===== src/rtl/ex_mem_stage.sv =====
// EX/MEM pipeline stage: captures ALU results, resolves BEQ/BNE at accept,
// and hands entries to MEM through a 2-entry skid buffer (head + skid).
module ex_mem_stage #(
  parameter int XLEN = 32,
  parameter int REGW = 5
) (
  input  logic            clk,
  input  logic            rst,
  input  logic            flush,
  input  logic            in_valid,
  output logic            in_ready,
  input  logic [XLEN-1:0] alu_r,
  input  logic            alu_zero,
  input  logic [XLEN-1:0] rs2_data,
  input  logic [REGW-1:0] rd,
  input  logic [XLEN-1:0] br_target,
  input  logic [5:0]      ctl,
  output logic            out_valid,
  input  logic            out_ready,
  output logic [XLEN-1:0] out_r,
  output logic [XLEN-1:0] out_store,
  output logic [REGW-1:0] out_rd,
  output logic [3:0]      out_ctl,
  output logic            br_taken,
  output logic [XLEN-1:0] br_pc
);

  typedef enum logic [1:0] {
    EMPTY = 2'd0,
    ONE   = 2'd1,
    FULL  = 2'd2
  } state_t;

  state_t          state_r;
  state_t          state_s;
  logic            out_valid_r;
  logic            in_ready_r;
  logic            accept_s;
  logic            pop_s;
  logic            taken_s;
  logic            load_h_new_s;
  logic            load_s_new_s;
  logic            load_h_skid_s;
  logic [3:0]      new_ctl_s;

  logic [XLEN-1:0] head_res_r;
  logic [XLEN-1:0] head_store_r;
  logic [REGW-1:0] head_rd_r;
  logic [3:0]      head_ctl_r;
  logic [XLEN-1:0] skid_res_r;
  logic [XLEN-1:0] skid_store_r;
  logic [REGW-1:0] skid_rd_r;
  logic [3:0]      skid_ctl_r;
  logic            br_taken_r;
  logic [XLEN-1:0] br_pc_r;

  assign accept_s  = in_valid & in_ready_r & ~flush;
  assign pop_s     = out_valid_r & out_ready;
  // Both beq and bne set is illegal and resolves as not taken.
  assign taken_s   = accept_s & ~(ctl[1] & ctl[0]) &
                     ((ctl[1] & alu_zero) | (ctl[0] & ~alu_zero));
  assign new_ctl_s = {ctl[5] & (rd != {REGW{1'b0}}), ctl[4:2]};

  assign in_ready  = in_ready_r;
  assign out_valid = out_valid_r;
  assign out_r     = head_res_r;
  assign out_store = head_store_r;
  assign out_rd    = head_rd_r;
  assign out_ctl   = head_ctl_r;
  assign br_taken  = br_taken_r;
  assign br_pc     = br_pc_r;

  // Next-state and load-select decode for the skid buffer.
  always_comb begin
    state_s       = state_r;
    load_h_new_s  = 1'b0;
    load_s_new_s  = 1'b0;
    load_h_skid_s = 1'b0;
    if (flush) begin
      state_s = EMPTY;
    end else begin
      case (state_r)
        EMPTY: begin
          if (accept_s) begin
            load_h_new_s = 1'b1;
            state_s      = ONE;
          end else begin
            state_s = EMPTY;
          end
        end
        ONE: begin
          if (accept_s && pop_s) begin
            load_h_new_s = 1'b1;
            state_s      = ONE;
          end else if (accept_s) begin
            load_s_new_s = 1'b1;
            state_s      = FULL;
          end else if (pop_s) begin
            state_s = EMPTY;
          end else begin
            state_s = ONE;
          end
        end
        FULL: begin
          if (pop_s) begin
            load_h_skid_s = 1'b1;
            state_s       = ONE;
          end else begin
            state_s = FULL;
          end
        end
        default: begin
          state_s = EMPTY;
        end
      endcase
    end
  end

  // State plus registered handshake flags derived from the next state.
  always_ff @(posedge clk) begin
    if (rst) begin
      state_r     <= EMPTY;
      out_valid_r <= 1'b0;
      in_ready_r  <= 1'b1;
    end else begin
      state_r     <= state_s;
      out_valid_r <= (state_s != EMPTY);
      in_ready_r  <= (state_s != FULL);
    end
  end

  // Head register: loads a new entry or promotes the skid entry.
  always_ff @(posedge clk) begin
    if (rst) begin
      head_res_r   <= {XLEN{1'b0}};
      head_store_r <= {XLEN{1'b0}};
      head_rd_r    <= {REGW{1'b0}};
      head_ctl_r   <= 4'd0;
    end else if (load_h_new_s) begin
      head_res_r   <= alu_r;
      head_store_r <= rs2_data;
      head_rd_r    <= rd;
      head_ctl_r   <= new_ctl_s;
    end else if (load_h_skid_s) begin
      head_res_r   <= skid_res_r;
      head_store_r <= skid_store_r;
      head_rd_r    <= skid_rd_r;
      head_ctl_r   <= skid_ctl_r;
    end
  end

  // Skid register: parks an entry while MEM stalls.
  always_ff @(posedge clk) begin
    if (rst) begin
      skid_res_r   <= {XLEN{1'b0}};
      skid_store_r <= {XLEN{1'b0}};
      skid_rd_r    <= {REGW{1'b0}};
      skid_ctl_r   <= 4'd0;
    end else if (load_s_new_s) begin
      skid_res_r   <= alu_r;
      skid_store_r <= rs2_data;
      skid_rd_r    <= rd;
      skid_ctl_r   <= new_ctl_s;
    end
  end

  // Branch redirect pulse, one cycle after the accepting edge.
  always_ff @(posedge clk) begin
    if (rst) begin
      br_taken_r <= 1'b0;
      br_pc_r    <= {XLEN{1'b0}};
    end else begin
      br_taken_r <= taken_s;
      if (taken_s) begin
        br_pc_r <= br_target;
      end
    end
  end

endmodule


===== config.mk =====
export PLATFORM = sky130hd
export DESIGN_NAME = ex_mem_stage
export DESIGN_NICKNAME = d
export VERILOG_FILES = /design/src/rtl/ex_mem_stage.sv
export SDC_FILE = /design/constraint.sdc
export NUM_CORES = 1
export LEC_CHECK = 0
export BUFFER_PORTS_ARGS = -buffer_cell sky130_fd_sc_hd__buf_4
export CAP_MARGIN = 10
export CORE_MARGIN = 4
export CORE_UTILIZATION = 51
export CTS_CLUSTER_DIAMETER = 80
export CTS_CLUSTER_SIZE = 10
export DETAILED_ROUTE_END_ITERATION = 10
export HOLD_SLACK_MARGIN = 0.12
export PLACE_DENSITY_LB_ADDON = 0.1
export SLEW_MARGIN = 10
export SYNTH_ARGS = -nofsm -noshare
export SYNTH_HDL_FRONTEND = slang
export SYNTH_SLANG_ARGS = --single-unit

===== constraint.sdc =====
create_clock -name clk -period 2.1 [get_ports clk]
set_input_delay 0.42 -clock clk [delete_from_list [all_inputs] [get_ports clk]]
set_output_delay 0.42 -clock clk [all_outputs]
set_load 0.02 [all_outputs]

Word-level counts from Yosys, hierarchy flattened
Index checks and enable logic that the tools add are counted.

cells by class
  reductions and logical operators = 5
  bitwise operators = 13
  mux-type cells = 25
  equal/unequal tests = 3

operators by type and width
  operator            number
  $mux 32             4
  $mux 1              11
  $mux 5              2
  $and 1x1->1         9
  $mux 2              4
  $mux 4              2
  $pmux 2 s3          1
  $reduce_bool 5->1   1
  $reduce_bool 2->1   2
  $not 1->1           3
  $eq 2x1->1 const B  1
  $eq 2x2->1 const B  1
  $logic_not 2->1     1
  $ne 2x2->1 const B  1
  $pmux 1 s2          1
  $logic_and 1x1->1   1
  $or 1x1->1          1

storage, ports and cells
  word-level logic and storage cells = 59
  output and inout port bits = 108
  register bits = 183
  bits of input ports = 113

Longest topological paths before layout
  depth in word-level cells = 7
  mapped depth = 9
  gate-level depth less buffers = 7

Least setup slack after synthesis
No wires, ideal clock.

  path type = input port to flip-flop
  start = input port flush
  end = register skid_ctl_r[0]
  path buffers = 3
  stages on the path = 9
  library setup time = 132 ps
  path slack = 188 ps
  required time = 1,968 ps
  arrival time = 1,779 ps
  cell sequence = buf_2 nor2_1 ha_1 nand3b_1 or2_2 clkbuf_1 clkbuf_1 nand2_1 a21oi_1

between the ends
  word-level cells in the longest chain between the ends = 6
  elaborated cells on any way between the ends = 7
  classes of those cells = mux (4); bitwise (2); reduce/logical (1)

RTL lines
  element                                      RTL line  source
  start, declared                              9         input logic flush,
  $not 1->1                                    57        assign accept_s = in_valid & in_ready_r & ~flush;
  $and 1x1->1                                  57
  $mux 1 or $logic_and 1x1->1 (tied branches)  95, 92
  $mux 1                                       92        if (accept_s && pop_s) begin
  $mux 1                                       82        case (state_r)
  $mux 1 *                                     79        if (flush) begin
  end signal, assigned                         163       skid_ctl_r <= new_ctl_s;
  end, declared                                53        logic [3:0] skid_ctl_r;

Mark *: on every way between the ends. The rest lies on a longest branch, timed or not.
A chain may end at the register's enable or synchronous reset.

Final worst setup path
  start = register in_ready_r, in the netlist in_ready
  end = register head_store_r[13], in the netlist out_store[13]

between the ends
  word-level cells in the longest chain between the ends = 7
  elaborated cells on any way between the ends = 9
  classes of those cells = mux (5); bitwise (2); reduce/logical (2)

RTL lines
  element                                       RTL line  source
  start, declared                               37        logic in_ready_r;
  start signal, assigned                        128       in_ready_r <= (state_s != FULL);
  $and 1x1->1 * (2 in series)                   57
  $logic_and 1x1->1                             92
  $mux 1                                        92
  $pmux 1 s2 *                                  82
  $mux 1 *                                      79
  $mux 32 or $reduce_bool 2->1 (tied branches)  n/a
  end signal, assigned                          136       head_store_r <= {XLEN{1'b0}};
  end signal, assigned                          141       head_store_r <= rs2_data;
  end signal, assigned                          146       head_store_r <= skid_store_r;
  end, declared                                 47        logic [XLEN-1:0] head_store_r;

Marks and branches as above.

==> flow_summary_export.csv <==
group,metric,value,unit
flow_run,cap_violations,0,
timing,period_share,0.880,
yosys,ys_types,24,
worst_setup_path,cpMaxStageDelayCell,"a211o_4",
worst_setup_path,arrival,2.17,ns
clock_network,clkSinkCount,183,
floorplanning,boundaryPins,221,
clock_network,cts_tree,"done",
power_and_ir_drop,leakagePower,0.00375,uW
yosys,synthesis.area,7000,um^2
cells_and_area,fin_nets,1162,
yosys,syn_inst,857,
grt,grt_pass1_wl,30100,um
floorplanning,initial_core_util,0.525,
grt,grt_max_degree,79,
routing,via_per_inst,5.20,
floorplanning,core,13300,um^2
grt,grt_pass1_vias,6053,
power_and_ir_drop,internal-power,6100,uW
clock_network,clk_pin_slew,0.06,ns
placed_design,place_ws,0.164,ns
clock_network,clk_latency,0.42,ns
yosys,avgSynthCellArea,8.17,um^2
routing,avgRoutedWirePerCell,14.9,um
cells_and_area,area_growth,35.9,%
grt,overflow,0,
worst_setup_path,critical_path_required,2.42,ns
yosys,seq_area_frac_synth,0.523,
routing,wirelength,18400,um
timing,min_period,1.85,ns
grt,grt_use_total,0.231,
routing,ant_nets,0,
worst_setup_path,crit_top_cell,"nand2_1",
floorplanning,dieArea,15700,um^2
power_and_ir_drop,swShare,0.230,
floorplanning,die_w,125,um
timing,slew-limit-headroom,0.594,
clock_network,cts_setup_buffers,0,
floorplanning,die_y,125,um
worst_setup_path,crit_path_max_fanout,78,
worst_setup_path,path_cells,"nand2_1, nor2_1, ha_1, nand2_1, a211o_4, buf_12, a311oi_1",
timing,finalHoldViolCount,0,
clock_network,postCtsResizedCells,0,
hold_path,hold_path.class,"in2reg",
clock_network,cts_buffers,17,
worst_setup_path,worstSetupPathType,"reg2reg",
worst_setup_path,crit_path_start_kind,"flip-flop",
power_and_ir_drop,p_switching,1820,uW
routing,route.detailed.drc,0,
power_and_ir_drop,power_density,833,nW/um^2
run_status,status,"completed",
worst_setup_path,crit_family,"compound AO/OA/AOI/OAI gates",
worst_setup_path,worst_setup_path_end_kind,"flip-flop",
routing,dr.first_iter.drc_count,512,
cells_and_area,layout-drive-gt1-share,0.262,
timing,worst_slack,0.252,ns
routing,via_count,6427,
clock_network,htreeDepth,4,
yosys,ys_seq_elements,183,
power_and_ir_drop,p_clk_frac,0.426,
yosys,yosysWarnings,0,
grt,antenna_found_initial,0,
clock_network,cts-root-buf,"clkbuf_16",
worst_setup_path,max_stage_delay,0.37,ns
yosys,synth_fp_nets,972,
timing,max_freq,541,MHz
routing,drt_first_pass_iters,4,
worst_setup_path,cp.buffers_inverters,1,
power_and_ir_drop,vdd_drop_max,0.540,mV
cells_and_area,diodes,0,
timing,rsz0062_at_grt,"false",
timing,fin_tns_setup,0,ns
floorplanning,rows,42,
clock_network,cts-hold-fix-buffers,0,
power_and_ir_drop,power_frac_seq,0.463,
placed_design,port_buffers,220,
timing,drv_slew,0,
clock_network,cts_max_path_buffers,2,
timing,worst_slew_pin_slew,0.609,ns
placed_design,place.gp.congestion,0.796,
timing,fin_skew,0.00432,ns
placed_design,dp_hpwl,12000,um
power_and_ir_drop,p_comb_frac,0.110,
timing,setup_viol,0,
==> cells in the final DEF (no fill, tap or decap), drive strengths merged <==
cell | synthesis | layout
nand4b | 1 | 1
or2 | 2 | 2
or4 | 1 | 1
nand3b | 3 | 3
nand2 | 296 | 296
or3b | 1 | 1
dfxtp | 183 | 183
mux2i | 32 | 32
a211oi | 3 | 3
nand2b | 3 | 3
clkinv | 0 | 3
a21oi | 73 | 73
clkbuf | 50 | 25
a311oi | 74 | 74
clkinvlp | 0 | 1
nor2 | 108 | 108
buf | 20 | 241
nor2b | 1 | 1
a21o | 1 | 1
a211o | 1 | 1
ha | 2 | 2
bufinv | 0 | 3
o21a | 1 | 1
inv | 1 | 1
==> cell families after synthesis <==
kind of cell	share of synthesized area
muxes	0.0457
and+or+nand+nor	0.229
AOI/OAI and AO/OA	0.153
adders and majority gates	0.00357
DFF	0.523
buffers and inverters	0.0457
==> worst register-to-register path, cell delays in order (launching register included) <==
cell      delay, ns
dfxtp_1        0.36
nand2_1        0.11
nor2_1         0.15
ha_1           0.16
nand2_1        0.07
a211o_4        0.37
buf_12         0.21
a311oi_1       0.32
==> stage by stage <==
stage	instances	cell area, um^2	utilization	total power (uW)	hold slack, ns
after detailed placement	1204	8880	0.665	4620	0.447
after global placement	1204	8880	0.665	4610	0.442
after global routing	1236	9520	0.713	8210	0.215
final	1236	9520	0.713	7930	0.229
after floorplan	857	7000	-	4160	0.437
after CTS	1236	9520	0.713	7980	0.216
==> path summary, 6_finish.rpt <==
| check | from | end | slack, ns | cells past startpoint |
|---|---|---|---|---|
| hold / removal | br_target[14] | br_pc[14] | 0.23 | 3 |
| setup reg to reg | in_ready | out_store[13] | 0.25 | 7 |
| hold reg to reg | skid_ctl_r[2] | skid_ctl_r[2] | 0.45 | 2 |
| setup / recovery | in_ready | out_store[13] | 0.25 | 7 |
==> flip-flops by register name (all words and copies together), names as in the netlist <==
register,cells
in_ready,1
skid_ctl_r,4
out_ctl,4
out_rd,5
br_pc,32
out_valid,1
state_r,2
out_r,32
out_store,32
br_taken,1
skid_rd_r,5
skid_store_r,32
skid_res_r,32
==> routing by layer <==
metal	share of wire	vias up	routed length, um	track usage
met2	0.46	202	8530	0.361
met3	0.073	26	1350	0.0746
met5	0	-	0	0
li1	-	3254	-	-
met1	0.44	2945	8170	0.304
met4	0.019	0	350	0.0791
==> synth_stat cells <==
master      n  share of area
a211oi_1    2         0.0021
buf_2      16          0.011
buf_1       1        0.00054
or2_2       2         0.0018
nand2b_1    3         0.0027
or3b_1      1         0.0013
a211oi_4    1         0.0029
clkbuf_1   50          0.027
o21a_1      1         0.0011
nor2b_1     1        0.00089
nand2_1   296           0.16
mux2i_1    32          0.046
ha_1        2         0.0036
a211o_1     1         0.0013
buf_8       3         0.0064
a21oi_1    73          0.052
inv_1       1        0.00054
nor2_1    108          0.058
dfxtp_1   183           0.52
a311oi_1   74          0.093
nand3b_1    3         0.0032
a21o_1      1         0.0011
or4_1       1         0.0011
nand4b_1    1         0.0013
==> power groups by stage <==
stage | combinational, uW | clock [uW] | sequential [uW]
after floorplan | 281 | 0 | 3880
final | 875 | 3380 | 3670
after detailed placement | 877 | 0 | 3750
after CTS | 882 | 3420 | 3670
after global routing | 950 | 3580 | 3690
after global placement | 866 | 0 | 3750
==> layout make-up <==
cell class	count	area, um^2
clock buffers	25	526
inverters	1	3.75
multi-input cells	603	3040
fillers	1099	3830
repair buffers	241	1950
clock inverters	7	113
well taps	176	220
flip-flops and latches	183	3660
Power figures use the tool's default switching activity.
